$ cat src/rtl/adder_operand_sequencer.sv
// On-chip self-test driver for the nibble adder: issues operand pairs (sweep or LFSR),
// checks each returned sum against the expected value, and reports pass/fail details.
module adder_operand_sequencer #(
  parameter int          LATENCY   = 1,
  parameter int          N_VECTORS = 16,
  parameter logic [7:0]  SEED      = 8'h01
) (
  input  logic       clk,
  input  logic       reset,
  input  logic       start_i,
  input  logic       mode_i,
  input  logic [7:0] res_in_i,
  output logic [7:0] op_out_o,
  output logic       busy_o,
  output logic       done_o,
  output logic       pass_o,
  output logic [7:0] err_count_o,
  output logic [7:0] first_err_ops_o
);

  // state  | meaning
  // IDLE   | waiting for start; op_out held at 0
  // ISSUE  | one operand pair driven per cycle
  // DRAIN  | waiting for the last LATENCY results to return
  // DONE   | one-cycle done pulse, pass updated
  typedef enum logic [1:0] {S_IDLE, S_ISSUE, S_DRAIN, S_DONE} state_e;

  localparam logic [7:0] SWEEP_LAST = 8'hFF;
  localparam logic [7:0] LFSR_LAST  = 8'(N_VECTORS - 1);
  localparam logic [2:0] DRAIN_INIT = 3'(LATENCY - 1);

  state_e      state_q, state_d;
  logic [7:0]  cnt_q, cnt_d;
  logic [2:0]  drain_q, drain_d;
  logic [7:0]  op_q, op_d;
  logic        mode_q, mode_d;
  logic        run_start;
  logic        issue_d;
  logic [7:0]  err_q, err_d;
  logic [7:0]  first_q, first_d;
  logic        pass_q, pass_d;
  logic        mismatch;

  // Delay line of {valid, op, expected}; stage 0 mirrors op_out
  logic        pv_q   [LATENCY+1];
  logic [7:0]  pop_q  [LATENCY+1];
  logic [7:0]  pexp_q [LATENCY+1];

  // Galois step, left-shifting form of x^8+x^6+x^5+x^4+1
  function automatic logic [7:0] lfsr_next(input logic [7:0] s);
    logic [7:0] sh;
    sh = {s[6:0], 1'b0};
    return s[7] ? (sh ^ 8'h71) : sh;
  endfunction

  function automatic logic [7:0] expected_sum(input logic [7:0] op);
    logic [3:0] sum;
    sum = op[7:4] + op[3:0];
    return {4'h0, sum};
  endfunction

  always_ff @(posedge clk or posedge reset) begin
    if (reset) begin
      state_q <= S_IDLE;
      cnt_q   <= 8'h00;
      drain_q <= 3'd0;
      op_q    <= 8'h00;
      mode_q  <= 1'b0;
      err_q   <= 8'h00;
      first_q <= 8'h00;
      pass_q  <= 1'b0;
    end else begin
      state_q <= state_d;
      cnt_q   <= cnt_d;
      drain_q <= drain_d;
      op_q    <= op_d;
      mode_q  <= mode_d;
      err_q   <= err_d;
      first_q <= first_d;
      pass_q  <= pass_d;
    end
  end

  always_comb begin
    state_d   = state_q;
    cnt_d     = cnt_q;
    drain_d   = drain_q;
    op_d      = 8'h00;
    mode_d    = mode_q;
    run_start = 1'b0;
    case (state_q)
      S_IDLE: begin
        if (start_i) begin
          state_d   = S_ISSUE;
          mode_d    = mode_i;
          cnt_d     = mode_i ? LFSR_LAST : SWEEP_LAST;
          op_d      = mode_i ? SEED : 8'h00;
          run_start = 1'b1;
        end
      end
      S_ISSUE: begin
        if (cnt_q == 8'h00) begin
          state_d = S_DRAIN;
          drain_d = DRAIN_INIT;
        end else begin
          cnt_d = cnt_q - 8'd1;
          op_d  = mode_q ? lfsr_next(op_q) : op_q + 8'd1;
        end
      end
      S_DRAIN: begin
        if (drain_q == 3'd0) state_d = S_DONE;
        else                 drain_d = drain_q - 3'd1;
      end
      S_DONE: state_d = S_IDLE;
      default: state_d = S_IDLE;
    endcase
  end

  assign issue_d  = (state_d == S_ISSUE);
  assign mismatch = pv_q[LATENCY] && (res_in_i != pexp_q[LATENCY]);

  always_comb begin
    err_d   = err_q;
    first_d = first_q;
    pass_d  = pass_q;
    if (run_start) begin
      err_d   = 8'h00;
      first_d = 8'h00;
      pass_d  = 1'b0;
    end else begin
      if (mismatch) begin
        if (err_q == 8'h00) first_d = pop_q[LATENCY];
        if (err_q != 8'hFF) err_d = err_q + 8'd1;
      end
      // Final compare lands on the same edge that enters DONE
      if (state_q == S_DRAIN && drain_q == 3'd0) pass_d = (err_d == 8'h00);
    end
  end

  always_ff @(posedge clk or posedge reset) begin
    if (reset) begin
      for (int k = 0; k <= LATENCY; k++) begin
        pv_q[k]   <= 1'b0;
        pop_q[k]  <= 8'h00;
        pexp_q[k] <= 8'h00;
      end
    end else begin
      pv_q[0]   <= issue_d;
      pop_q[0]  <= op_d;
      pexp_q[0] <= expected_sum(op_d);
      for (int k = 1; k <= LATENCY; k++) begin
        pv_q[k]   <= pv_q[k-1];
        pop_q[k]  <= pop_q[k-1];
        pexp_q[k] <= pexp_q[k-1];
      end
    end
  end

  assign op_out_o        = op_q;
  assign busy_o          = (state_q == S_ISSUE) || (state_q == S_DRAIN);
  assign done_o          = (state_q == S_DONE);
  assign pass_o          = pass_q;
  assign err_count_o     = err_q;
  assign first_err_ops_o = first_q;

endmodule

$ cat config.mk
export PLATFORM = sky130hd
export DESIGN_NAME = adder_operand_sequencer
export DESIGN_NICKNAME = d
export VERILOG_FILES = /design/src/rtl/adder_operand_sequencer.sv
export SDC_FILE = /design/constraint.sdc
export NUM_CORES = 1
export LEC_CHECK = 0
export ABC_AREA = 1
export BUFFER_PORTS_ARGS = -buffer_cell sky130_fd_sc_hd__clkbuf_2
export CAP_MARGIN = 20
export CORE_MARGIN = 2
export CORE_UTILIZATION = 44
export DETAILED_ROUTE_END_ITERATION = 16
export SYNTH_ARGS = -nofsm -noshare
export SYNTH_HDL_FRONTEND = slang
export SYNTH_SLANG_ARGS = --single-unit
$ cat constraint.sdc
create_clock -name clk -period 3.2 [get_ports clk]
set_clock_uncertainty 0.05 [all_clocks]
set_input_delay 0.16 -clock clk [delete_from_list [all_inputs] [get_ports clk]]
set_output_delay 0.16 -clock clk [all_outputs]
set_load 0.05 [all_outputs]
==> impl_results.md, run 1 <==
* WL final at 6275 um
* Peak supply drop at roughly 390 uV
* Crit path max fanout at 7
* DP Area at 3246 sq um
* EDFF count, synth at 0
* Setup TNS at 0 ns
* Syn avg cell area at around 8.3 sq um
* Antenna cell count at 0
* Worst r2r path cells at 11
* Ports at 39
* Synth unique cells at 38
* Top_reg_cell synth: dfrtp_1
* Die width at a little under 90 um
* Initial core utilization at 0.4484
* H-tree Lvls at 3
* Synth top area share at 0.4734
* Largest net degree at the start of global routing at 33
* DRT antenna net count at 0
* Worst Setup End Kind: register
* Internal reg-to-reg setup slack at just over 0.4 ns
* Layout cells sized above 1 at 0.1818
* Reg area at 1426 sq um
* #FFs+latches synth at 57
* Headroom to the max-slew limit at 0.5644
* First-pass GRT wire length at approximately 11000 um
* Multi-input gate area at between 1000 and 1500 sq um
* Vias per cell at approximately 5
* Final Slew Violations at 0
* Gr usage total at 0.1916
* Gp weighted congestion at 0.8644
* CP required at around 3.4 ns
* Final net count at ~430
* Outcome: finished clean
* Worst-Margin Slew at approximately 0.65 ns
* Row count at 30
* Port Buf Inserts at 38
* Clock slew at reported path FFs at approximately 0.07 ns
* Most common cell in the synthesized netlist: nand2_1
* Origin of the worst setup path: state_q[1]
* Syn. warnings at 0
* Core area at between 6000 and 7000 sq um
* Fillers at between 600 and 700
* Critical path type: reg -> reg
* Crit path DAT at about 3.0 ns
* Synthesized area at roughly 3000 sq um
* Vert. Die Dim at 86.75 um
* Most common library cells after synthesis: 72 x nand2_1, 57 x dfrtp_1, 48 x inv_1
* Fin. Hold Viols at 0
* Via count at about 2400
* Clock Path Buffers at 2
* # setup viols final at 0
* Max Cap Viol at 0
* Hold Path Class: in -> reg
* CP Launch Type: register
* Clk root buf: clkbuf_8
* First-iteration detailed-routing DRC count at ~120
* Num CTS Buffers at 9
* Largest cells by area after synthesis: dfrtp_1 47%, nand2_1 9.0%, inv_1 6.0%, ha_1 5.4%, nand3_1 5.3%
* WL per Instance at between 10 and 15 um
* P&R area growth vs syn at 14.83%
* RSZ-0062 raised after global routing: no
* Post-Syn Instances at roughly 360
* Crit path capture: pexp_q[11]
* Synth area leader: dfrtp_1
* Vias in the first global route at 2290
* Post-route DRC at 0
* CTS tree: built
* Die Area at around 7500 sq um
* Mapped Nets at 387
* Worst skew pair latency at about 0.34 ns
* Pre-antenna DRT Iters at 4
* Crit share post-route at 0.8716
* Max Fclk at about 0.36 GHz
* Min Clock Period, post-route at 2.789 ns
* Final instance area at between 3000 and 4000 sq um
* Power Density at 989.2 nW/um^2
* GRT overflow at 0
* Asr flop ratio synth at 1.000
* Static leakage power at 1.791 nW
* Reg-to-Reg Start: state_q[1]
* Reg2reg end: pexp_q[11]
* Post-synthesis sequential area ratio at 0.4734
* DP Wirelength at 4532 um
* Num Clock Sinks at between 50 and 60
* Initial antenna violation count at 0
[cells in the final DEF (no fill, tap or decap), drive strengths merged]
master,instances
dlygate4sd3,1
xor2,5
bufinv,1
ha,13
nor3,1
nand3,34
xnor2,4
or2,3
buf,2
nand2,75
o31ai,1
clkinv,2
clkinvlp,3
dfrtp,57
a32oi,1
nand3b,3
nor3b,1
inv,54
a211oi,2
clkbuf,48
a221oi,1
nor2,36
o21ai,23
a22oi,4
o22ai,4
fa,1
nand4,4
a21oi,22
nor4,1
[critical path, stage by stage, from the launching register on]
cell	delay, ns
dfrtp_1	0.41
inv_1	0.13
ha_1	0.33
inv_2	0.11
nor2_2	0.30
inv_2	0.13
a221oi_1	0.32
ha_1	0.34
a21oi_1	0.17
nand2_1	0.08
xor2_1	0.17
xor2_1	0.15
[per-stage QoR]
step                power (mW)  cells  hold slack [ns]  worst slack (ns)  utilization
CTS                      3.458    487          0.08624            0.4046       0.5149
detailed placement       2.746    470           0.2292            0.4707       0.4831
floorplan                2.420    361           0.2812            0.7985            -
global route             3.712    487           0.1051            0.2008       0.5149
global placement         2.729    470           0.2193            0.6203       0.4831
finish                   3.422    487           0.1015            0.4109       0.5149
[routing by layer]
layer  share of wire  track usage  wire, um
met1            0.50       0.2656      3162
met4           0.016      0.06960       102
met3           0.047      0.05524       295
met5               0            0         0
met2            0.43       0.2867      2715
[cells by family (layout without fill, tap and decap cells)]
group,Yosys count,after routing,synth area share
compound gates,58,58,0.1088
xor+xnor,9,9,0.02616
fa+ha+maj,14,14,0.06063
buf+inv,65,111,0.09136
flops,57,57,0.4734
simple gates,158,158,0.2396
[sequential cells by signal (all words and copies together) (netlist names)]
register	flops
pop_q	16
mode_q	1
err_count_o	8
drain_q	3
pv_q	2
state_q	2
pexp_q	8
first_err_ops_o	8
pass_o	1
cnt_q	8
[how the worst min path moves through the flow]
stage	startpoint	to	slack, ns	cells past startpoint
floorplan	pexp_q[8]	pexp_q[0]	0.28	0
finish	mode_i	mode_q	0.10	3
global route	mode_i	mode_q	0.11	3
global placement	reset	err_count_o[1]	0.22	2
CTS	mode_i	mode_q	0.09	3
detailed placement	reset	err_count_o[1]	0.23	2
[power breakdown]
part / leakage [nW] / internal, mW / total [mW] / switching (mW)
sequential: 0.725 / 0.989 / 1.23 / 0.245
clock: 0.0949 / 0.381 / 0.688 / 0.307
combinational: 0.970 / 0.444 / 1.50 / 1.06
total: 1.79 / 1.81 / 3.42 / 1.61
[layout make-up]
class,count,area share
timing repair buffer,41,0.06221
clock buffer,10,0.03978
inverter,54,0.05859
sequential,57,0.4123
multi-input combinational,239,0.3790
clock inverter,6,0.01917
tap,80,0.02893
[repair_timing]
| action | in CTS | in global routing |
|---|---|---|
| gates resized for setup | 0 | 0 |
| endpoints found under the hold margin | 30 | 0 |
| hold buffers | 1 | 0 |
| buffers inserted | 0 | 0 |
(Power assumes the default switching activity.)
==> inputs of run 2 (changes only) <==
--- a/config.mk
+++ b/config.mk
@@ -11,6 +11,7 @@
 export CORE_MARGIN = 2
 export CORE_UTILIZATION = 44
 export DETAILED_ROUTE_END_ITERATION = 16
+export RECOVER_POWER = 25
 export SYNTH_ARGS = -nofsm -noshare
 export SYNTH_HDL_FRONTEND = slang
 export SYNTH_SLANG_ARGS = --single-unit
==> run 2 against run 1 <==
  * Core utilization stayed put
  * Global-route usage stayed put
  * Largest cell class unchanged
  * Combinational power hardly changed
  * Critical endpoint unchanged
  * Clock-buffer cell count stayed put
  * Cell count stayed put
  * Worst hold slack stayed put
==> impl_results.md, run 2 (synthesis results as in run 1) <==
* Row count at 30 (unchanged)
* Post-route DRC at 0 (unchanged)
* Post-Layout Cell Count at 487 (unchanged)
* Num Clock Sinks at 57 (unchanged)
* Antenna cell count at 0 (unchanged)
* Port Buf Inserts at 38 (unchanged)
* Vert. Die Dim at 86.75 um (unchanged)
* Max stage delay on crit path at 0.41 ns (about the same)
* Fillers at 644 (unchanged)
* Cell family with the largest share of critical-path delay: adder cells
* Crit share post-route at 0.8716 (unchanged)
* Cell count after placement at 470 (unchanged)
* Headroom to the max-slew limit at 0.2139 (-0.3505)
* Post-CTS setup buffers at 0 (unchanged)
* # setup viols final at 0 (unchanged)
* First-iteration detailed-routing DRC count at 122 (unchanged)
* Critical path type: reg -> reg
* Crit path max-delay cell type: dfrtp_1
* Initial antenna violation count at 0 (unchanged)
* Clock Path Buffers at 2 (unchanged)
* Worst Setup End Kind: register
* Final Slew Violations at 0 (unchanged)
* Final Core Density at 0.5149 (unchanged)
* Most frequent cells in the layout: 72 x nand2_1, 57 x dfrtp_1, 48 x inv_1
* Vias per cell at 4.906 (unchanged)
* CTS tree: built
* Switching power at 1.608 mW (about the same)
* Initial core utilization at 0.4484 (unchanged)
* Hold slack at 0.1015 ns (unchanged)
* CP Launch Type: register
* P&R area growth vs syn at 14.83% (unchanged)
* CP bufs+invs at 3 (unchanged)
* H-tree Lvls at 3 (unchanged)
* Max reg flops at 16 (unchanged)
* Crit path DAT at 2.96 ns (about the same)
* Outcome: finished clean
* Num CTS Buffers at 9 (unchanged)
* CP required at 3.37 ns (about the same)
* Peak supply drop at 394.4 uV (about the same)
* Layout cells sized above 1 at 0.1794 (-0.002457)
* Power Density at 989.2 nW/um^2 (about the same)
* Clk root buf: clkbuf_8
* Die width at 86.75 um (unchanged)
* Commonest non-fill, non-tap cell in the layout: nand2_1
* Pre-antenna DRT Iters at 4 (unchanged)
* Combinational group share of total power at 0.438 (about the same)
* Gp weighted congestion at 0.8644 (unchanged)
* Crit path max fanout at 7 (unchanged)
* Max Cap Viol at 0 (unchanged)
* Setup TNS at 0 ns (unchanged)
* Hold Path Class: in -> reg
* Ports at 39 (unchanged)
* WL per Instance at 12.89 um (unchanged)
* Gr usage total at 0.1916 (unchanged)
* Final net count at 428 (unchanged)
* Min Clock Period, post-route at 2.789 ns (unchanged)
* DP Wirelength at 4532 um (unchanged)
* Via count at 2389 (unchanged)
* Flop pwr share at 0.361 (about the same)
* Fin. Hold Viols at 0 (unchanged)
* Largest net degree at the start of global routing at 33 (unchanged)
* DRT antenna net count at 0 (unchanged)
* Die Area at 7526 sq um (unchanged)
* GRT overflow at 0 (unchanged)
* Worst skew pair latency at 0.34 ns (about the same)
* Static leakage power at 1.792 nW (about the same)
* Clock slew at reported path FFs at 0.07 ns (about the same)
* Sw Ratio at 0.4699 (about the same)
* Final Power at 3.422 mW (about the same)
* RSZ-0062 raised after global routing: no
* Pint at 1.814 mW (about the same)
* First-pass GRT wire length at 11030 um (unchanged)
* Clock power share at 0.201 (about the same)
* Max Fclk at 0.3585 GHz (unchanged)
* Biggest register: pop_q
* Core area at 6719 sq um (unchanged)
* Vias in the first global route at 2290 (unchanged)
* Worst-Margin Slew at 1.178 ns (+0.5254 ns)
* Worst-path cell chain: inv_1 > ha_1 > inv_2 > nor2_2 > inv_2 > a221oi_1 > ha_1 > a21oi_1 > nand2_1 > xor2_1 > xor2_1
* WL final at 6275 um (unchanged)
-- run 2: through the flow --
step | cell area [sq um] | worst slack, ns
floorplan | 3013 | 0.7985
global placement | 3246 | 0.6203
detailed placement | 3246 | 0.4707
CTS | 3460 | 0.4046
global route | 3460 | 0.2008
finish | 3460 | 0.4109
-- run 2: area by class of cell --
type	instances	area, sq um	share of cell area
flip-flops and latches	57	1426	0.4123
clock inverters	6	66.31	0.01917
inverters	54	202.7	0.05859
clock buffers	10	137.6	0.03978
well taps	80	100.1	0.02893
repair buffers	41	215.2	0.06221
multi-input cells	239	1311	0.3790
-- run 2: routing by layer --
metal	track usage	vias to the layer above	routed length, um
li1	-	1248	-
met3	0.05524	8	295
met2	0.2867	55	2715
met4	0.06960	0	102
met1	0.2656	1078	3162
met5	0	-	0
-- run 2: path summary, 6_finish.rpt --
check	from	endpoint	slack (ns)	cells past startpoint
max in group asynchronous	reset	pexp_q[3]	1.63	4
min in group asynchronous	reset	err_count_o[1]	0.61	3
setup reg to reg	state_q[1]	pexp_q[11]	0.41	11
setup / recovery	state_q[1]	pexp_q[11]	0.41	11
hold / removal	mode_i	mode_q	0.10	3
hold reg to reg	pv_q[1]	pv_q[0]	0.30	0
-- run 2: timing repair --
item | CTS | global route
hold buffers | 1 | 0
endpoints found under the hold margin | 30 | 0
gates resized for setup | 0 | 0
-- run 2: worst reg2reg max path, delay by kind of cell (launching register included) --
kind / cells / cell delay, ns
AOI/OAI and AO/OA: 2 / 0.49
xor gates and xnor gates: 2 / 0.32
adders and majority gates: 2 / 0.67
buffers and inverters: 3 / 0.37
DFF: 1 / 0.41
and+or+nand+nor: 2 / 0.38
-- run 2: power groups by stage --
stage	sequential (mW)	clock (mW)	combinational (mW)
after global routing	1.28	0.748	1.68
after floorplan	1.37	0	1.05
after CTS	1.23	0.709	1.51
after global placement	1.24	0	1.49
after detailed placement	1.25	0	1.50
final	1.23	0.688	1.50
==> inputs of run 3 (changes only) <==
--- a/config.mk
+++ b/config.mk
@@ -5,7 +5,6 @@
 export SDC_FILE = /design/constraint.sdc
 export NUM_CORES = 1
 export LEC_CHECK = 0
-export ABC_AREA = 1
 export BUFFER_PORTS_ARGS = -buffer_cell sky130_fd_sc_hd__clkbuf_2
 export CAP_MARGIN = 20
 export CORE_MARGIN = 2
==> run 3 against run 2 <==
  * Synthesized cell count shrank 16%
  * Largest power group unchanged
  * Sequential power shrank 3%
  * Clock-buffer cell count shrank 1
  * Highest routed layer unchanged
  * Non-clock buffer count grew 2
  * Total power shrank 4.5%
  * Via count shrank 7.7%
  * Clock power grew 9.6%
  * Core utilization grew 1.5 points
  * Combinational power shrank 12%
  * Routed wire length shrank 4.1%
  * Maximum frequency shrank 2.7%
  * Sequential share of layout area grew 0.65 points
==> impl_results.md, run 3 <==
* Hold-fix buffer count after cts at 1 (unchanged)
* Fillers at 566 (-12%)
* Vias per cell at 5.260 (+7.2%)
* First-pass GRT wire length at 10030 um (-9.1%)
* CTS tree: built
* Crit path capture: pexp_q[11]
* Hold slack at 0.06772 ns (-0.03381 ns)
* DRT antenna net count at 0 (unchanged)
* Most common cell in the synthesized netlist: dfrtp_1
* Ports at 39 (unchanged)
* Pint at 1.845 mW (+1.7%)
* Fin. Hold Viols at 0 (unchanged)
* Min Clock Period, post-route at 2.866 ns (+0.07686 ns)
* # setup viols final at 0 (unchanged)
* Biggest register: pop_q
* Largest cells by area after synthesis: dfrtp_1 48%, ha_1 5.5%, xnor2_1 4.4%, nor2_1 3.3%, a21oi_1 3.2%
* Post-Syn Instances at 302 (-16%)
* Worst r2r path cells at 11 (unchanged)
* Clock power share at 0.231 (+0.030)
* Die width at 86.04 um (-0.82%)
* Crit share post-route at 0.8956 (+0.02402)
* WL final at 6019 um (-4.1%)
* #FFs+latches synth at 57 (unchanged)
* H-tree Lvls at 3 (unchanged)
* GRT overflow at 0 (unchanged)
* Max Cap Viol at 0 (unchanged)
* DP Wirelength at 4308 um (-4.9%)
* CP required at 3.40 ns (+0.03 ns)
* Crit path DAT at 3.07 ns (+0.11 ns)
* Mapped Nets at 328 (-15%)
* Row count at 29 (-3.3%)
* Sw Ratio at 0.4356 (-0.03427)
* Crit path max fanout at 7 (unchanged)
* Asr flop ratio synth at 1.000 (unchanged)
* Top_reg_cell synth: dfrtp_1
* Max Fclk at 0.3489 GHz (-2.7%)
* Commonest non-fill, non-tap cell in the layout: dfrtp_1
* Final net count at 363 (-15%)
* Headroom to the max-slew limit at 0.3901 (+0.1762)
* Syn. warnings at 0 (unchanged)
* Clk root buf: clkbuf_8
* Synth top area share at 0.4816 (+0.008200)
* Num Clock Sinks at 57 (unchanged)
* First-iteration detailed-routing DRC count at 92 (-25%)
* Vert. Die Dim at 86.04 um (-0.82%)
* Layout cells sized above 1 at 0.1930 (+0.01362)
* Core area at 6422 sq um (-4.4%)
* Via count at 2204 (-7.7%)
* Vias in the first global route at 2073 (-9.5%)
* Most common library cells after synthesis: 57 x dfrtp_1, 26 x nor2_1, 22 x inv_1, 22 x nand2_1, 19 x a21oi_1
* Power Density at 959.7 nW/um^2 (-3.0%)
* RSZ-0062 raised after global routing: no
* Initial antenna violation count at 0 (unchanged)
* Critical path type: reg -> reg
* Die Area at 7403 sq um (-1.6%)
* Gr usage total at 0.1744 (-0.01721)
* Peak supply drop at 524.5 uV (+33%)
* Post-synthesis sequential area ratio at 0.4816 (+0.008200)
* Setup TNS at 0 ns (unchanged)
* Final Slew Violations at 0 (unchanged)
* Antenna cell count at 0 (unchanged)
* Synthesized area at 2962 sq um (-1.7%)
* Flop pwr share at 0.364 (+0.003)
* Origin of the worst setup path: cnt_q[0]
* Post-CTS setup buffers at 0 (unchanged)
* Final Core Density at 0.5303 (+0.01540)
* CP Launch Type: register
* Cell count after placement at 402 (-14%)
* Most frequent cells in the layout: 57 x dfrtp_1, 38 x clkbuf_2, 26 x nor2_1
* Reg-to-Reg Start: cnt_q[0]
* Worst skew pair latency at 0.32 ns (-0.02 ns)
* Clock slew at reported path FFs at 0.07 ns (about the same)
* Worst Setup End Kind: register
* Port Buf Inserts at 38 (unchanged)
* Hold Path Class: in -> reg
* Reg2reg end: pexp_q[11]
* Internal reg-to-reg setup slack at 0.33 ns (-0.08 ns)
* Gp weighted congestion at 0.7941 (-8.1%)
* Switching power at 1.424 mW (-11%)
* WL per Instance at 14.37 um (+11%)
* CTS resizes at 0 (unchanged)
* P&R area growth vs syn at 15.00%
* Synth unique cells at 47 (+24%)
* Initial core utilization at 0.4611 (+0.01272)
* Worst-Margin Slew at 0.9139 ns (-0.2640 ns)
* Max reg flops at 16 (unchanged)
* Largest net degree at the start of global routing at 34 (+3.0%)
* Synth area leader: dfrtp_1
* Pre-antenna DRT Iters at 4 (unchanged)
* Post-Layout Cell Count at 419 (-14%)
* Syn avg cell area at 9.807 sq um (+18%)
* EDFF count, synth at 0 (unchanged)
* Static leakage power at 1.584 nW (-12%)
* Post-route DRC at 0 (unchanged)
* Combinational group share of total power at 0.405 (-0.033)
* Outcome: finished clean
* Clock Path Buffers at 2 (unchanged)
* Num CTS Buffers at 9 (unchanged)
## run 3: layer usage
layer / up-vias / wire length, um / GRT usage
li1: 1114 / - / -
met1: 1035 / 2859 / 0.2242
met2: 47 / 2822 / 0.2833
met3: 8 / 219 / 0.03465
met4: 0 / 117 / 0.08081
met5: - / 0 / 0
## run 3: how the worst min path moves through the flow
stage	start	depth (start not counted)	slack, ns	end
after floorplan	mode_i	2	0.26	mode_q
after global placement	reset	2	0.15	err_count_o[0]
after detailed placement	reset	2	0.16	err_count_o[0]
after CTS	mode_i	3	0.06	mode_q
after global routing	mode_i	3	0.06	mode_q
final	mode_i	3	0.07	mode_q
## run 3: per-stage QoR
step	instance area [sq um]	total power [mW]	setup slack (ns)
after floorplan	2962	2.232	0.2873
after global placement	3169	2.506	0.4233
after detailed placement	3169	2.530	0.3581
after CTS	3406	3.300	0.3354
after global routing	3406	3.506	0.1530
final	3406	3.269	0.3341
## run 3: layout make-up
| cell class | instances | area, sq um | share of cell area |
|---|---|---|---|
| tap | 77 | 96.34 | 0.02829 |
| timing repair buffer | 43 | 230.2 | 0.06760 |
| clock buffer | 9 | 123.9 | 0.03637 |
| multi-input combinational | 204 | 1344 | 0.3946 |
| clock inverter | 7 | 102.6 | 0.03012 |
| sequential | 57 | 1426 | 0.4188 |
| inverter | 22 | 82.58 | 0.02425 |
## run 3: power groups by stage
stage	combinational (mW)	clock, mW	sequential, mW
finish	1.32	0.754	1.19
global route	1.47	0.809	1.23
CTS	1.33	0.779	1.19
detailed placement	1.33	0	1.20
global placement	1.31	0	1.19
floorplan	0.961	0	1.27
## run 3: kinds of logic (layout without fill, tap and decap cells)
logic type / count (synthesis) / after routing / share of synthesized area
buffers and inverters: 41 / 81 / 0.06464
muxes: 6 / 6 / 0.02028
adders and majority gates: 14 / 14 / 0.06168
DFF: 57 / 57 / 0.4816
AOI/OAI and AO/OA: 67 / 67 / 0.1470
and+or+nand+nor: 96 / 96 / 0.1627
xor gates and xnor gates: 21 / 21 / 0.06211
## run 3: critical path, cell delays in order, from the launching register on
cell,delay [ns]
dfrtp_1,0.44
inv_1,0.10
ha_1,0.16
or3b_4,0.41
o41ai_2,0.42
or2_2,0.22
inv_1,0.05
ha_1,0.29
a21o_1,0.17
a21oi_1,0.16
xor2_1,0.19
xnor2_1,0.13
